[config.mk]
export PLATFORM = sky130hd
export DESIGN_NAME = div_sched
export DESIGN_NICKNAME = d
export VERILOG_FILES = /design/src/rtl/alu_pkg.sv /design/src/rtl/div_core.sv /design/src/rtl/div_sched.sv
export SDC_FILE = /design/constraint.sdc
export NUM_CORES = 2
export LEC_CHECK = 0
export ABC_AREA = 0
export BUFFER_PORTS_ARGS = -buffer_cell sky130_fd_sc_hd__buf_2
export CELL_PAD_IN_SITES_DETAIL_PLACEMENT = 0
export CELL_PAD_IN_SITES_GLOBAL_PLACEMENT = 1
export CORE_UTILIZATION = 40
export CTS_BUF_LIST = sky130_fd_sc_hd__clkbuf_4 sky130_fd_sc_hd__clkbuf_8
export CTS_CLUSTER_SIZE = 30
export DETAILED_ROUTE_END_ITERATION = 8
export PLACE_DENSITY_LB_ADDON = 0.1
export SYNTH_ARGS = -nofsm -noshare
export SYNTH_HDL_FRONTEND = slang
export SYNTH_SLANG_ARGS = --single-unit
[constraint.sdc]
create_clock -name clk -period 11.1 [get_ports clk]
set_input_delay 0.555 -clock clk [delete_from_list [all_inputs] [get_ports clk]]
set_output_delay 0.555 -clock clk [all_outputs]
set_load 0.01 [all_outputs]
[src/rtl/alu_pkg.sv]
// alu_pkg: div-class op codes, divider FSM states and iteration counts.
package alu_pkg;
    localparam logic [5:0] ALU_DIV  = 6'd6;
    localparam logic [5:0] ALU_DIVU = 6'd7;
    localparam logic [5:0] ALU_REM  = 6'd8;
    localparam logic [5:0] ALU_REMU = 6'd9;
    localparam int ALU_W_BIT = 5;
    localparam int DIV_CNT_W = 7;
    localparam logic [DIV_CNT_W-1:0] DIV_ITER_64 = 7'd64;
    localparam logic [DIV_CNT_W-1:0] DIV_ITER_32 = 7'd32;

    typedef enum logic [2:0] {S_IDLE, S_LOAD, S_RUN, S_FIX, S_HOLD} div_state_t;

    // Low five bits of the op code; bit 5 only selects the W variant.
    function automatic logic is_div_op(input logic [4:0] c);
        return {1'b0, c} inside {ALU_DIV, ALU_DIVU, ALU_REM, ALU_REMU};
    endfunction
endpackage

[src/rtl/div_core.sv]
// div_core: unsigned radix-2 restoring divider, one quotient bit per step.
module div_core
    import alu_pkg::*;
(
    input  logic                 clk,
    input  logic                 reset,
    input  logic                 start,
    input  logic                 step,
    input  logic [DIV_CNT_W-1:0] cnt_in,
    input  logic [63:0]          dividend,
    input  logic [63:0]          divisor,
    output logic                 last,
    output logic [63:0]          quo,
    output logic [63:0]          rem
);
    logic [63:0] quo_q, quo_d, rem_q, rem_d, dvs_q, dvs_d;
    logic [DIV_CNT_W-1:0] cnt_q, cnt_d;
    logic [64:0] trial;

    // rem < divisor always holds, so bit 64 of the trial is a clean borrow flag.
    always_comb begin
        trial = {rem_q, quo_q[63]} - {1'b0, dvs_q};
        quo_d = quo_q;
        rem_d = rem_q;
        dvs_d = dvs_q;
        cnt_d = cnt_q;
        if (start) begin
            quo_d = dividend;
            rem_d = '0;
            dvs_d = divisor;
            cnt_d = cnt_in;
        end else if (step) begin
            quo_d = {quo_q[62:0], !trial[64]};
            rem_d = trial[64] ? {rem_q[62:0], quo_q[63]} : trial[63:0];
            cnt_d = cnt_q - 1'b1;
        end
    end

    always_ff @(posedge clk) begin
        if (reset) begin
            quo_q <= '0;
            rem_q <= '0;
            dvs_q <= '0;
            cnt_q <= '0;
        end else begin
            quo_q <= quo_d;
            rem_q <= rem_d;
            dvs_q <= dvs_d;
            cnt_q <= cnt_d;
        end
    end

    assign last = cnt_q == DIV_CNT_W'(1);
    assign quo  = quo_q;
    assign rem  = rem_q;
endmodule

[src/rtl/div_sched.sv]
// div_sched: shares one iterative divider between two execute lanes, lane 1 first.
// DIV_W_FASTPATH_EN: W ops run 32 iterations on pre-shifted operands.
module div_sched
    import alu_pkg::*;
#(
    parameter int XLEN = 64
) (
    input  logic            clk,
    input  logic            reset,
    input  logic            flushE,
    input  logic            advE,
    input  logic            ReqE1,
    input  logic            ReqE2,
    input  logic [5:0]      ALUControlE1,
    input  logic [5:0]      ALUControlE2,
    input  logic [XLEN-1:0] SrcAE1,
    input  logic [XLEN-1:0] SrcBE1,
    input  logic [XLEN-1:0] SrcAE2,
    input  logic [XLEN-1:0] SrcBE2,
    output logic            StallDiv,
    output logic            DivDoneE1,
    output logic            DivDoneE2,
    output logic [XLEN-1:0] DivResultE1,
    output logic [XLEN-1:0] DivResultE2
);
    div_state_t state_q, state_d;
    logic lane_q, lane_d, pend2_q, pend2_d, done1_q, done1_d, done2_q, done2_d;
    logic special_q, special_d, wop_q, wop_d, remop_q, remop_d;
    logic negquo_q, negquo_d, negrem_q, negrem_d;
    logic [63:0] res1_q, res1_d, res2_q, res2_d, spec_q, spec_d;
    logic req1, req2, w, sgn, rem_op, neg_a, neg_b, div0, ovf;
    logic core_start, core_step, core_last;
    logic [5:0] code;
    logic [63:0] a, b, a_x, b_x, mag_a, mag_b, core_a, core_quo, core_rem, raw, fixed;
    logic [DIV_CNT_W-1:0] core_cnt;

    assign req1     = ReqE1 & is_div_op(ALUControlE1[4:0]) & !done1_q;
    assign req2     = ReqE2 & is_div_op(ALUControlE2[4:0]) & !done2_q;
    assign StallDiv = req1 | req2;
    assign code     = lane_q ? ALUControlE2 : ALUControlE1;
    assign a        = lane_q ? SrcAE2 : SrcAE1;
    assign b        = lane_q ? SrcBE2 : SrcBE1;

    always_comb begin
        w      = code[ALU_W_BIT];
        sgn    = {1'b0, code[4:0]} inside {ALU_DIV, ALU_REM};
        rem_op = {1'b0, code[4:0]} inside {ALU_REM, ALU_REMU};
        a_x    = w ? {{32{sgn & a[31]}}, a[31:0]} : a;
        b_x    = w ? {{32{sgn & b[31]}}, b[31:0]} : b;
        neg_a  = sgn & a_x[63];
        neg_b  = sgn & b_x[63];
        mag_a  = neg_a ? -a_x : a_x;
        mag_b  = neg_b ? -b_x : b_x;
        div0   = b_x == '0;
        ovf    = sgn && b_x == '1 && a_x == (w ? 64'hFFFF_FFFF_8000_0000 : 64'h8000_0000_0000_0000);
`ifdef DIV_W_FASTPATH_EN
        core_a   = w ? {mag_a[31:0], 32'b0} : mag_a;
        core_cnt = w ? DIV_ITER_32 : DIV_ITER_64;
`else
        core_a   = mag_a;
        core_cnt = DIV_ITER_64;
`endif
        raw   = special_q ? spec_q : remop_q ? (negrem_q ? -core_rem : core_rem)
                                             : (negquo_q ? -core_quo : core_quo);
        fixed = wop_q ? {{32{raw[31]}}, raw[31:0]} : raw;
    end

    always_comb begin
        state_d    = state_q;
        lane_d     = lane_q;
        pend2_d    = pend2_q;
        done1_d    = done1_q;
        done2_d    = done2_q;
        res1_d     = res1_q;
        res2_d     = res2_q;
        spec_d     = spec_q;
        special_d  = special_q;
        wop_d      = wop_q;
        remop_d    = remop_q;
        negquo_d   = negquo_q;
        negrem_d   = negrem_q;
        core_start = 1'b0;
        core_step  = 1'b0;
        case (state_q)
            S_IDLE: if (req1 | req2) begin
                state_d = S_LOAD;
                lane_d  = !req1;
                pend2_d = req1 & req2;
            end
            S_LOAD: begin
                core_start = 1'b1;
                wop_d      = w;
                remop_d    = rem_op;
                negquo_d   = neg_a ^ neg_b;
                negrem_d   = neg_a;
                special_d  = div0 | ovf;
                spec_d     = div0 ? (rem_op ? a_x : '1) : (rem_op ? '0 : a_x);
                state_d    = (div0 | ovf) ? S_FIX : S_RUN;
            end
            S_RUN: begin
                core_step = 1'b1;
                state_d   = core_last ? S_FIX : S_RUN;
            end
            S_FIX: begin
                res1_d  = lane_q ? res1_q : fixed;
                res2_d  = lane_q ? fixed : res2_q;
                done1_d = done1_q | !lane_q;
                done2_d = done2_q | lane_q;
                state_d = (pend2_q && !lane_q) ? S_LOAD : S_HOLD;
                lane_d  = lane_q | pend2_q;
                pend2_d = 1'b0;
            end
            S_HOLD: if (advE) begin
                done1_d = 1'b0;
                done2_d = 1'b0;
                state_d = S_IDLE;
            end
            default: state_d = S_IDLE;
        endcase
        if (flushE) begin
            state_d = S_IDLE;
            pend2_d = 1'b0;
            done1_d = 1'b0;
            done2_d = 1'b0;
        end
    end

    always_ff @(posedge clk) begin
        if (reset) begin
            state_q   <= S_IDLE;
            lane_q    <= 1'b0;
            pend2_q   <= 1'b0;
            done1_q   <= 1'b0;
            done2_q   <= 1'b0;
            res1_q    <= '0;
            res2_q    <= '0;
            spec_q    <= '0;
            special_q <= 1'b0;
            wop_q     <= 1'b0;
            remop_q   <= 1'b0;
            negquo_q  <= 1'b0;
            negrem_q  <= 1'b0;
        end else begin
            state_q   <= state_d;
            lane_q    <= lane_d;
            pend2_q   <= pend2_d;
            done1_q   <= done1_d;
            done2_q   <= done2_d;
            res1_q    <= res1_d;
            res2_q    <= res2_d;
            spec_q    <= spec_d;
            special_q <= special_d;
            wop_q     <= wop_d;
            remop_q   <= remop_d;
            negquo_q  <= negquo_d;
            negrem_q  <= negrem_d;
        end
    end

    div_core u_core (
        .clk      (clk),
        .reset    (reset),
        .start    (core_start),
        .step     (core_step),
        .cnt_in   (core_cnt),
        .dividend (core_a),
        .divisor  (mag_b),
        .last     (core_last),
        .quo      (core_quo),
        .rem      (core_rem)
    );

    assign DivDoneE1   = done1_q;
    assign DivDoneE2   = done2_q;
    assign DivResultE1 = res1_q;
    assign DivResultE2 = res2_q;
endmodule

==> out/metrics.csv <==
metric,value,unit
outcome,completed,
yosysWarningCount,0,
vias,30400,
fin_nets,4443,
fp.dieH,270,microns
numCtsBuffers,77,
drtIter0Drc,2935,
track_usage,32.4,%
grt_max_degree,184,
clkTransAtPathRegs,60,ps
grt_antenna_before_repair,12,
dieArea,73100,sq um
slowest_delay,940,ps
path_class,reg -> reg,
fmax,0.169,GHz
place.gp.congestion,0.946,
critPathRequiredTime,11700,ps
synth_top_area_share,28.0,%
portBuffers,404,
synth-compound-area-share,27.6,%
finalSetupViolCount,0,
fin_crit_sh,53.3,%
drive_gt1_share,17.0,%
power_density,130,nW/um^2
cts.sinks,403,
ys_ff_latch,403,
grt_setup_unrepaired,no,
synth_top_area_cell,dfxtp_1,
cp-start-kind,flop,
finalHoldViolations,0,
hold_path.class,in -> reg,
synthCells,3857,
synth_edf_count,0,
first_pass_iters,5,
holdWs,121,ps
routedWlPerCell,24.1,microns
synthTopCellsByArea,"dfxtp_1 (28%), a21oi_1 (7.3%), nor2_1 (5.5%), nand2_1 (4.5%), o21ai_0 (4.5%)",
synth.cell_area,28800,sq um
finalSetupTns,0,ps
synth_nets,4203,
synth_top_family_by_area,compound AO/OA/AOI/OAI gates,
period_needed,5920,ps
synth_xor_area_share,7.81,%
synth-simple-area-share,22.0,%
clk_path_buf_depth,3,
first_global_vias,27700,
dp_hpwl,93.9,mm
synth_cell_type_count,98,
wl,123,mm
cts-root-buf,clkbuf_8,
synthAdderAreaFrac,4.43,%
path_common_cell,buf_4,
worstMarginPinSlew,1160,ps
peakVddDrop,99.5,uV
fillers,7408,
ys_seq_area_share,28.0,%
maxSlewHeadroom,22.6,%
syn_avg_cell_area,7.47,sq um
cts_tree,done,
ys.flop_type,dfxtp_1,
htreeDepth,3,
die_width,270,microns
synth_common_cells,"nor2_1 (424), a21oi_1 (419), dfxtp_1 (403)",
ios,405,
clock_skew,43.1,ps
muxShareOfSynthArea,4.61,%
initial_utilization,40.4,%
synthArstFlopShare,0,%
end_kind,flop,
cts_hold_buf,0,
synth_most_common_cell,nor2_1,
row_count,98,
ctsResizeCount,0,
cts_setup_buffers,0,
syn_to_final_growth,14.8,%
cp.arrival,6520,ps
core,71400,sq um
grt_pass1_wl,181,mm
worstPathMaxFanout,74,
ant_nets,0,
viasPerCell,5.95,
finalMaxSlewViolations,0,
worstSkewPairLatency,700,ps
drv_cap,0,
grt-ovfl-total,0,
critPathSlowestCell,dfxtp_4,
post-route-drc-count,0,
path_cells,buf_4 > mux2i_1 > or3_1 > a211oi_2 > buf_4 > or4_4 > nor4b_2 > nand3_1 > nor2_1 > nand4b_4 > maj3_1 > a211oi_1,
total_leakage_power,12.8,nW
[report_power, final]
| group | leakage (nW) | total [mW] | internal, mW | switching, mW |
|---|---|---|---|---|
| clock | 0.926 | 1.71 | 0.983 | 0.726 |
| combinational | 8.65 | 1.11 | 0.385 | 0.726 |
| sequential | 3.25 | 1.49 | 1.47 | 0.0281 |
[worst max-delay path: cells and delay by family (launching register included)]
kind / cells / cell delay [ps]
and+or+nand+nor: 6 / 2360
buffers and inverters: 2 / 1080
DFF: 1 / 940
adders and majority gates: 1 / 650
muxes: 1 / 410
AOI/OAI and AO/OA: 2 / 330
[path summary, 6_finish.rpt]
check                                 from                       endpoint  slack (ps)  cells after the start
max                    lane_q$_SDFFE_PP0P_         spec_q[2]$_SDFFE_PP0P_        5180                     12
min                                 flushE           pend2_q$_SDFFE_PP0P_         120                      2
max reg2reg            lane_q$_SDFFE_PP0P_         spec_q[2]$_SDFFE_PP0P_        5180                     12
min reg2reg  u_core.dvs_q[25]$_SDFFE_PP0P_  u_core.dvs_q[25]$_SDFFE_PP0P_         450                      2
[registers in the layout (all words and copies together) (netlist names)]
register      flops
negquo_q          1
DivDoneE1         1
pend2_q           1
lane_q            1
negrem_q          1
state_q           3
u_core.cnt_q      7
DivResultE2      64
u_core.quo       64
u_core.rem       64
wop_q             1
spec_q           64
remop_q           1
u_core.dvs_q     64
DivResultE1      64
DivDoneE2         1
special_q         1
[area by class of cell]
type	instances	area [sq um]	area share, %
diodes	10	25.0	0.0756
well taps	950	1190	3.59
repair buffers	448	2390	7.21
inverters	103	387	1.17
flip-flops and latches	403	8080	24.4
multi-input cells	3064	19300	58.2
clock buffers	115	1490	4.50
clock inverters	21	279	0.843
[layout by cell type, fill, tap and decap left out, types with 20 or more instances in the layout]
cell type,n
nor4_1,30
and3_1,25
o31ai_1,46
dfxtp_1,398
nand3b_1,37
xnor2_1,134
inv_1,103
ha_1,71
buf_4,42
a31oi_1,27
xor2_1,122
nand2_1,348
buf_2,403
clkbuf_8,100
o211ai_1,21
o21ai_1,25
a211oi_1,157
o22ai_1,31
maj3_2,30
nand3_1,63
nor2_1,421
a221o_1,22
nor2b_1,30
or4_1,20
nand4_1,36
nor3b_1,33
nand2b_1,37
or3_1,43
mux2i_1,106
a21oi_1,419
a21o_1,24
o21ai_0,260
a22oi_1,84
nor3_1,91
a221oi_1,27
[per-layer routing]
layer	wire, microns	vias to the layer above	GRT usage (%)
met3	8820	196	4.57
met5	0	-	0
met4	4860	0	13.6
li1	-	14500	-
met2	54900	1314	50.4
met1	54900	14400	44.6
[logic make-up after synthesis]
| family | count (synthesis) |
|---|---|
| simple gates | 1304 |
| compound gates | 1269 |
| flops | 403 |
| buf+inv | 390 |
| xor+xnor | 257 |
| mux | 129 |
| fa+ha+maj | 105 |
[per-stage QoR]
step	power [mW]	cells	utilization [%]	setup slack, ps	cell area, sq um
2_1_floorplan	2.26	3857	-	6250	28800
3_3_place_gp	2.61	4968	43.9	5320	31300
3_5_place_dp	2.61	4968	43.9	5240	31300
4_1_cts	4.32	5104	46.3	5220	33100
5_1_grt	4.50	5114	46.4	4810	33100
6_report	4.31	5114	46.4	5180	33100
Power figures use the tool's default switching activity.
